### src/rtl/avmm_pio_debounce.sv
// Purpose : Avalon-MM PIO with atomic set/clear outputs and synchronised, debounced, edge-captured inputs.
// Latency : read data 1 cycle after avs_read; input to DATA_IN 2+DEB_CYCLES cycles, EDGE_CAP/irq one cycle later.
// Backpr. : none; no waitrequest, every read/write strobe completes in the cycle it is sampled.
//
// Ports: clk/reset (sync, active-high); avs_address/read/write/writedata/readdata slave port;
//        irq level interrupt = |(EDGE_CAP & IRQ_MASK); pio_in async inputs; pio_out = DATA_OUT.
// Build option: define PIO_DEBOUNCE_EN to include the per-bit debouncer; otherwise the
//        synchroniser output feeds edge detection directly and DEB_CYCLES is unused.
module avmm_pio_debounce #(
    parameter int              IN_W       = 4,
    parameter int              OUT_W      = 8,
    parameter int              DEB_CYCLES = 50000,
    parameter logic [OUT_W-1:0] OUT_RESET = '0
) (
    input  logic              clk,
    input  logic              reset,
    input  logic [2:0]        avs_address,
    input  logic              avs_read,
    input  logic              avs_write,
    input  logic [31:0]       avs_writedata,
    output logic [31:0]       avs_readdata,
    output logic              irq,
    input  logic [IN_W-1:0]   pio_in,
    output logic [OUT_W-1:0]  pio_out
);

    logic [IN_W-1:0]  sync1_q, sync2_q;
    logic [IN_W-1:0]  deb;
    logic [IN_W-1:0]  deb_prev_q;
    logic [OUT_W-1:0] dout_q, dout_d;
    logic [IN_W-1:0]  mask_q, mask_d;
    logic [IN_W-1:0]  cap_q, cap_d;
    logic [1:0]       mode_q, mode_d;
    logic [31:0]      rdata_q, rdata_d;
    logic [IN_W-1:0]  edges;
    logic [IN_W-1:0]  w1c;

    // Only the low OUT_W / IN_W / 2 bits of write data are meaningful.
    logic unused_wdata;
    assign unused_wdata = ^avs_writedata;

`ifdef PIO_DEBOUNCE_EN
    localparam int CNT_W = $clog2(DEB_CYCLES);

    logic [CNT_W-1:0] cnt_q [IN_W];
    logic [CNT_W-1:0] cnt_d [IN_W];
    logic [IN_W-1:0]  deb_q, deb_d;

    // Counter measures how long sync has disagreed with deb; any agreement restarts it,
    // so only an input held for DEB_CYCLES consecutive cycles is accepted.
    always_comb begin
        deb_d = deb_q;
        for (int i = 0; i < IN_W; i++) begin
            cnt_d[i] = cnt_q[i];
            if (sync2_q[i] == deb_q[i]) begin
                cnt_d[i] = '0;
            end else if (cnt_q[i] == CNT_W'(DEB_CYCLES - 1)) begin
                deb_d[i] = sync2_q[i];
                cnt_d[i] = '0;
            end else begin
                cnt_d[i] = cnt_q[i] + CNT_W'(1);
            end
        end
    end

    always_ff @(posedge clk) begin
        if (reset) begin
            deb_q <= '0;
            for (int i = 0; i < IN_W; i++) cnt_q[i] <= '0;
        end else begin
            deb_q <= deb_d;
            for (int i = 0; i < IN_W; i++) cnt_q[i] <= cnt_d[i];
        end
    end

    assign deb = deb_q;
`else
    logic unused_deb_cycles;
    assign unused_deb_cycles = (DEB_CYCLES != 0);
    assign deb = sync2_q;
`endif

    // Edge qualification: 0 rising, 1 falling, 2 both, 3 none.
    always_comb begin
        edges = '0;
        case (mode_q)
            2'd0:    edges = deb & ~deb_prev_q;
            2'd1:    edges = ~deb & deb_prev_q;
            2'd2:    edges = deb ^ deb_prev_q;
            default: edges = '0;
        endcase
    end

    always_comb begin
        dout_d = dout_q;
        mask_d = mask_q;
        mode_d = mode_q;
        w1c    = '0;
        if (avs_write) begin
            case (avs_address)
                3'd1:    dout_d = avs_writedata[OUT_W-1:0];
                3'd2:    dout_d = dout_q | avs_writedata[OUT_W-1:0];
                3'd3:    dout_d = dout_q & ~avs_writedata[OUT_W-1:0];
                3'd4:    mask_d = avs_writedata[IN_W-1:0];
                3'd5:    w1c    = avs_writedata[IN_W-1:0];
                3'd6:    mode_d = avs_writedata[1:0];
                default: ;
            endcase
        end
        // A new edge overrides a simultaneous clear of the same bit.
        cap_d = (cap_q & ~w1c) | edges;
    end

    // Read mux samples pre-write register values, so a same-cycle write is not visible.
    always_comb begin
        rdata_d = rdata_q;
        if (avs_read) begin
            rdata_d = '0;
            case (avs_address)
                3'd0:    rdata_d[IN_W-1:0]  = deb;
                3'd1:    rdata_d[OUT_W-1:0] = dout_q;
                3'd4:    rdata_d[IN_W-1:0]  = mask_q;
                3'd5:    rdata_d[IN_W-1:0]  = cap_q;
                3'd6:    rdata_d[1:0]       = mode_q;
                default: ;
            endcase
        end
    end

    always_ff @(posedge clk) begin
        if (reset) begin
            sync1_q    <= '0;
            sync2_q    <= '0;
            deb_prev_q <= '0;
            dout_q     <= OUT_RESET;
            mask_q     <= '0;
            cap_q      <= '0;
            mode_q     <= '0;
            rdata_q    <= '0;
        end else begin
            sync1_q    <= pio_in;
            sync2_q    <= sync1_q;
            deb_prev_q <= deb;
            dout_q     <= dout_d;
            mask_q     <= mask_d;
            cap_q      <= cap_d;
            mode_q     <= mode_d;
            rdata_q    <= rdata_d;
        end
    end

    assign avs_readdata = rdata_q;
    assign pio_out      = dout_q;
    assign irq          = |(cap_q & mask_q);

endmodule

### config.mk
export PLATFORM = sky130hd
export DESIGN_NAME = avmm_pio_debounce
export DESIGN_NICKNAME = d
export VERILOG_FILES = /design/src/rtl/avmm_pio_debounce.sv
export SDC_FILE = /design/constraint.sdc
export NUM_CORES = 1
export LEC_CHECK = 0
export CORE_AREA = 2 2 66 75
export DETAILED_ROUTE_END_ITERATION = 6
export DIE_AREA = 0 0 68 77
export PLACE_DENSITY = 0.95
export SYNTH_ARGS = -nofsm -noshare
export SYNTH_HDL_FRONTEND = slang
export SYNTH_SLANG_ARGS = --single-unit
export TNS_END_PERCENT = 30
### constraint.sdc
create_clock -name clk -period 2.75 [get_ports clk]
set_input_delay 0.825 -clock clk [delete_from_list [all_inputs] [get_ports clk]]
set_output_delay 0.825 -clock clk [all_outputs]
set_load 0.02 [all_outputs]
### After elaboration in Yosys (flattened, before gate mapping)

Index checks and enable logic that the tools add are counted.

* word-level logic and storage cells: 42
* output and inout bits: 41
* bits of input ports: 43
* register bits: 38

* equality and inequality tests: 8
* bitwise gates (word level): 12
* muxes and demuxes: 7
* reductions and logical operators: 7

Operator list (number)
* one-hot mux 8 bit (3 select lines): 1
* AND 4 bit: 4
* 2-to-1 mux 4 bit: 3
* NOT 4 bit: 3
* one-hot mux 4 bit (3 select lines): 1
* one-hot mux 2 bit (5 select lines): 1
* == test 3 bit (second input constant): 3
* AND 8 bit: 1
* NOT 8 bit: 1
* bitwise OR 8 bit: 1
* one-hot mux 2 bit (4 select lines): 1
* == test 3 x 2 -> 1 bit (second input constant): 2
* AND reduction 2 bit: 3
* bitwise OR 4 bit: 1
* OR reduction 4 bit: 1
* XOR 4 bit: 1
* == test 3 x 1 -> 1 bit (second input constant): 1
* zero test 3 bit: 1
* nonzero test 3 bit: 1
* == test 2 x 1 -> 1 bit (second input constant): 1
* == test 2 bit (second input constant): 1
* zero test 2 bit: 1

### Logic depth before layout (Yosys ltp)

Gate-level depths: netlist of the first run.

* word-level depth: 6
* gate-level depth with buffers: 5
* gate-level depth less buffers: 5

### Least setup slack after synthesis of the first run

No wires, ideal clock.

* path kind: input-to-reg
* start: input port avs_address[0]
* end: register rdata_q[1], in the netlist avs_readdata[1]
* slack: 0.990 ns
* path buffers: 2
* stages: 5
* data required time: 2.671 ns
* data arrival time: 1.681 ns
* library setup time: 0.079 ns
* cell sequence: buf_6 > or2_1 > buf_6 > o211a_1 > a211oi_2

* longest elaborated chain between the ends: 2
* elaborated cells on any way between the ends: 6
* classes of those cells: eq/ne: 4; mux: 1; reduce/logical: 1

RTL lines
* start, declared: RTL line 17 `input logic [2:0] avs_address,`
* == test 3 bit, or another cell as far along: RTL line 119 `case (avs_address)`
* one-hot mux 2 bit (5 select lines) (*): RTL line 119
* end signal, assigned: RTL line 148 `rdata_q <= rdata_d;`
* end, declared: RTL line 34 `logic [31:0] rdata_q, rdata_d;`

Every way passes the cells marked *; elsewhere a longest branch is shown, timed or not.
A chain may end at the register's enable or synchronous reset.

### Worst setup path in the final report of the first run

* start: input port avs_address[0]
* end: register dout_q[3], in the netlist pio_out[3]

* longest elaborated chain between the ends: 3
* elaborated cells on any way between the ends: 6
* classes of those cells: eq/ne: 3; mux: 1; reduce/logical: 2

RTL lines
* == test 3 x 1 -> 1 bit / == test 3 x 2 -> 1 bit (equally long branches): RTL line 100 `case (avs_address)`
* nonzero test 3 bit (no line)
* AND reduction 2 bit (no line)
* end signal, assigned: RTL line 144 `dout_q <= dout_d;`
* end, declared: RTL line 30 `logic [OUT_W-1:0] dout_q, dout_d;`

Several ways; a longest one is shown, not always the timed one.

==> metrics.csv, run 1 <==
metric,value,unit
outcome,completed,
swShare,0.269,
drc_errors,0,
p_per_area,470,nW/um^2
busiest_layer,met2,
internal_power,0.817,mW
die-height,77,um
r2r-end,cap_q[3],
worstSetupEndpointType,flip-flop,
layout.nets,310,
detailed_place_hpwl,3.46,mm
clock_power_share,0.317,
max_slew_margin,0.614,
cts_resized,0,
final_max_slew_viol_count,0,
final_common_cell,dfxtp_1,
cts_buffers,5,
ys_warn_count,0,
clock_sinks,38,
fin_util,0.530,
synth_cell_types,38,
synthFlopType,dfxtp_1,
async_flop_share,0,
grt_pass1_wl,7.51,mm
hold_ws,450,ps
postRouteAntennaNets,0,
hold_viol,0,
via_count,1678,
core,4490,sq um
hold_end,deb[0],
min-delay-start,sync1_q[0],
r2r-start,deb[3],
vias_per_cell,5.33,
worst-setup-path-type,input pin to flip-flop,
cap_violations,0,
drtIter0Drc,183,
n_fill_cell,411,
power_frac_seq,0.524,
synth_top_area_share,0.379,
setup_tns,0,ps
synth_seq_area_share,0.379,
cp_max_fo,17,
insertion_delay,280,ps
rr_worst_depth,4,
use_met1,0.223,
synth_area,2010,sq um
hold_depth,1,
pin_count,84,
min_path_type,flip-flop to flip-flop,
crit_arrival,2510,ps
num_rows,26,
p_leak,0.937,nW
die_w,68,um
synthCells,226,
cp.required,2910,ps
setup_violations,0,
initial_core_util,0.447,
rsz0062_at_grt,no,
synth-edff-count,0,
grt_max_degree,21,
root_buffer,clkbuf_8,
port_buffers,35,
drive_above_1_share,0.0695,
globalRouteMet2Util,0.319,
htree_levels,2,
finClkSkew,5.59,ps
synthTopCellsByArea,"dfxtp_1 (38%), buf_4 (9.0%), nor2b_1 (5.3%)",
layout_common_cells,"dfxtp_1 (38), clkdlybuf4s50_1 (35), conb_1 (24)",
p_comb_frac,0.159,
grt_pass1_vias,1624,
grt.total_usage,0.188,
synth_top_area_cell,dfxtp_1,
finalCriticalPeriod,2350,ps
cts_tree,built,
regToRegSetupSlack,1480,ps
fp.dieArea,5240,sq um
wl_per_cell,14.7,um
dr.pass1.iters,6,
antenna_found_initial,0,
fin_crit_sh,0.854,
clk_pin_slew,70,ps
crit_path_start_kind,input pin,
place.gp.congestion,0.879,
synth.avg_cell_area,8.88,sq um
cts_setup_buffers,0,
gr-total-overflow,0,
p_sw,0.300,mW
tightest_slew,577,ps
synth-seq-cells,38,
cts_hold_buf,0,
syn_to_final_growth,18.5,%
peakVddDrop,232,uV
wirelength,4.63,mm
clock.fmax,0.426,GHz
grt_use_met3,0.0396,
diodes,0,
clock_path_buffers,2,
==> worst max-delay path by stage <==
stage / startpoint / to / slack [ps] / cells past startpoint
detailed placement: avs_address[0] / pio_out[3] / 170 / 4
global placement: avs_address[0] / avs_readdata[3] / 290 / 5
CTS: cap_q[0] / irq / 440 / 3
global route: avs_address[0] / pio_out[0] / 320 / 4
finish: avs_address[0] / pio_out[3] / 400 / 4
floorplan: avs_address[0] / avs_readdata[1] / 990 / 5
==> worst max-delay path: stages <==
cell,delay [ps]
clkdlybuf4s50_1,840
nor2_1,260
o311ai_0,470
a21oi_1,120
==> flip-flops by register name (all words and copies together) (netlist names) <==
name / flops
deb_prev_q: 4
sync1_q: 4
cap_q: 4
pio_out: 8
deb: 4
mode_q: 2
avs_readdata: 8
mask_q: 4
==> per-layer routing <==
layer	vias up	share of wire
li1	800	-
met1	792	0.38
met2	71	0.54
met3	15	0.057
met4	0	0.024
met5	-	0
==> logic make-up (layout without fill, tap and decap cells) <==
kind of cell / Yosys count / after routing / share of synthesized area
AOI/OAI and AO/OA: 45 / 45 / 0.152
adders and majority gates: 8 / 8 / 0.0499
other: 1 / 24 / 0.00187
and+or+nand+nor: 68 / 68 / 0.195
muxes: 13 / 13 / 0.0680
buffers and inverters: 53 / 63 / 0.154
DFF: 38 / 38 / 0.379
==> stage by stage <==
step                instance area [sq um]  setup slack (ps)  std cells  total power, mW
floorplan                            2090               990        249            0.731
detailed placement                   2300               166        308            0.772
global route                         2380               316        315             1.16
CTS                                  2380               442        315             1.12
global placement                     2300               292        308            0.765
finish                               2380               402        315             1.12
==> cell type report <==
class | instances | area, sq um | area share
clock buffer | 7 | 76.3 | 0.0321
timing repair buffer | 40 | 388 | 0.163
inverter | 16 | 60.1 | 0.0252
tap | 56 | 70.1 | 0.0295
sequential | 38 | 761 | 0.320
multi-input combinational | 158 | 1020 | 0.430
==> cells in the mapped netlist (2+ instances only) <==
library cell,number
dfxtp_1,38
buf_4,24
nor2_1,20
nor2b_1,17
inv_1,16
a21oi_1,14
ha_1,8
mux2i_1,8
nand4_1,8
o311ai_0,8
a31oi_1,6
nand2b_1,6
clkbuf_1,5
mux2_2,5
nand2_1,5
buf_2,4
o21ai_0,4
a211o_1,2
a21o_1,2
a22oi_1,2
and3b_1,2
buf_1,2
buf_6,2
nand3_1,2
nand4b_1,2
nand4bb_1,2
==> power groups by stage <==
stage               Combinational (mW)  Sequential, mW  Clock (mW)
global placement                 0.169           0.596           0
global route                     0.192           0.587       0.379
CTS                              0.176           0.585       0.360
floorplan                        0.130           0.601           0
detailed placement               0.174           0.598           0
finish                           0.178           0.585       0.354
(Power assumes the default switching activity.)
==> run 2, diff against run 1 <==
--- a/config.mk
+++ b/config.mk
@@ -5,10 +5,10 @@
 export SDC_FILE = /design/constraint.sdc
 export NUM_CORES = 1
 export LEC_CHECK = 0
-export CORE_AREA = 2 2 66 75
+export CORE_AREA = 10 10 75 84
 export DETAILED_ROUTE_END_ITERATION = 6
-export DIE_AREA = 0 0 68 77
-export PLACE_DENSITY = 0.95
+export DIE_AREA = 0 0 85 94
+export PLACE_DENSITY = 0.93
 export SYNTH_ARGS = -nofsm -noshare
 export SYNTH_HDL_FRONTEND = slang
 export SYNTH_SLANG_ARGS = --single-unit
==> run 2 against run 1 <==
  * Register-to-register slack got worse by 60 ps
  * Core utilization fell by 0.17 points
  * Design area grew 1.8%
  * Combinational power up 2%
  * Wire length is 13% higher
  * Largest power group unchanged
  * Sequential share of layout area shrank 0.58 points
  * Clock power increased by 37%
==> metrics.csv, run 2 (synthesized netlist as in run 1, its figures left out) <==
metric,value,unit
swShare,0.253,
pin_count,84,
wirelength,5.25,mm
finClkSkew,6.27,ps
die-height,94,um
detailed_place_hpwl,3.86,mm
dr.pass1.iters,5,
htree_levels,2,
max_slew_margin,0.541,
hold_depth,1,
min_path_type,flip-flop to flip-flop,
grt_pass1_wl,8.74,mm
die_w,85,um
initial_core_util,0.438,
cts_buffers,5,
final_common_cell,dfxtp_1,
setup_tns,0,ps
clock_sinks,38,
postRouteAntennaNets,0,
hold_viol,0,
gr-total-overflow,0,
crit_arrival,1470,ps
cp.required,1930,ps
grt.total_usage,0.131,
grt_pass1_vias,1787,
vias_per_cell,5.45,
cap_violations,0,
place.gp.congestion,0.894,
num_rows,26,
layout_common_cells,"dfxtp_1 (38), clkdlybuf4s50_1 (35), conb_1 (24)",
cts_tree,built,
via_count,1721,
rsz0062_at_grt,no,
diodes,0,
power_frac_seq,0.468,
clock_power_share,0.387,
clock.fmax,0.436,GHz
setup_violations,0,
drtIter0Drc,254,
r2r-start,deb[0],
p_per_area,516,nW/um^2
finalCriticalPeriod,2300,ps
r2r-end,cap_q[0],
clk_pin_slew,70,ps
wl_per_cell,16.6,um
crit_path_start_kind,flip-flop,
clock_path_buffers,2,
worst-setup-path-type,flip-flop to output port,
cp_max_fo,3,
p_comb_frac,0.145,
rr_worst_depth,5,
root_buffer,clkbuf_8,
fp.dieArea,7990,sq um
layout.nets,311,
tightest_slew,687,ps
outcome,completed,
antenna_found_initial,0,
p_leak,0.961,nW
final_max_slew_viol_count,0,
min-delay-start,sync1_q[0],
regToRegSetupSlack,1420,ps
insertion_delay,300,ps
peakVddDrop,218,uV
drive_above_1_share,0.0808,
cts_hold_buf,0,
power,1.25,mW
cts_resized,0,
drc_errors,0,
syn_to_final_growth,20.7,%
worstSetupEndpointType,output port,
port_buffers,35,
grt_max_degree,18,
p_sw,0.317,mW
core,4590,sq um
hold_end,deb[0],
internal_power,0.934,mW
fin_crit_sh,0.835,
cts_setup_buffers,0,
## run 2: changes by cell type in the layout (fill, tap and decap cells not counted), sizes merged
cell / change
buf: +1
bufinv: +1
clkbuf: -1
## run 2: final cells by class
type | instances | area, sq um
clock buffers | 6 | 82.6
multi-input cells | 158 | 1020
flip-flops and latches | 38 | 761
fillers | 416 | 2160
inverters | 16 | 60.1
repair buffers | 41 | 395
clock inverters | 1 | 30.0
well taps | 56 | 70.1
## run 2: metrics by stage
| stage | instance area (sq um) | setup WS [ps] | hold WS (ps) | util | instances |
|---|---|---|---|---|---|
| 6_report | 2420 | 454 | 438 | 0.528 | 316 |
| 4_1_cts | 2420 | 444 | 449 | 0.528 | 316 |
| 3_5_place_dp | 2310 | 234 | 432 | 0.504 | 309 |
| 5_1_grt | 2420 | 351 | 458 | 0.528 | 316 |
| 3_3_place_gp | 2310 | 320 | 421 | 0.504 | 309 |
| 2_1_floorplan | 2090 | 990 | 414 | - | 249 |
## run 2: worst max-delay path, stage by stage, from the launching register on
cell,delay [ps]
dfxtp_1,370
a22oi_1,100
nand2_1,90
clkdlybuf4s50_1,610
## run 2: layer usage
layer  vias to the layer above  track usage  part of all wire  routed length [um]
met5                         -            0                 0                   0
met2                        89        0.210              0.51                2670
met4                         0       0.0728             0.027                 142
met3                        17       0.0477             0.091                 475
li1                        800            -                 -                   -
met1                       815        0.148              0.37                1960
## run 2: worst max-delay path by stage
stage	cells past startpoint	to	start
finish	3	irq	mask_q[0]
global route	5	pio_out[7]	avs_address[1]
CTS	3	irq	mask_q[1]
detailed placement	5	pio_out[2]	avs_address[1]
global placement	5	pio_out[0]	avs_address[1]
floorplan	5	avs_readdata[1]	avs_address[0]
## run 2: power by group through the flow
stage	Sequential [mW]	Combinational [mW]	Clock [mW]
3_5_place_dp	0.597	0.177	0
4_1_cts	0.584	0.179	0.486
2_1_floorplan	0.601	0.130	0
6_report	0.585	0.182	0.484
5_1_grt	0.587	0.198	0.510
3_3_place_gp	0.596	0.171	0
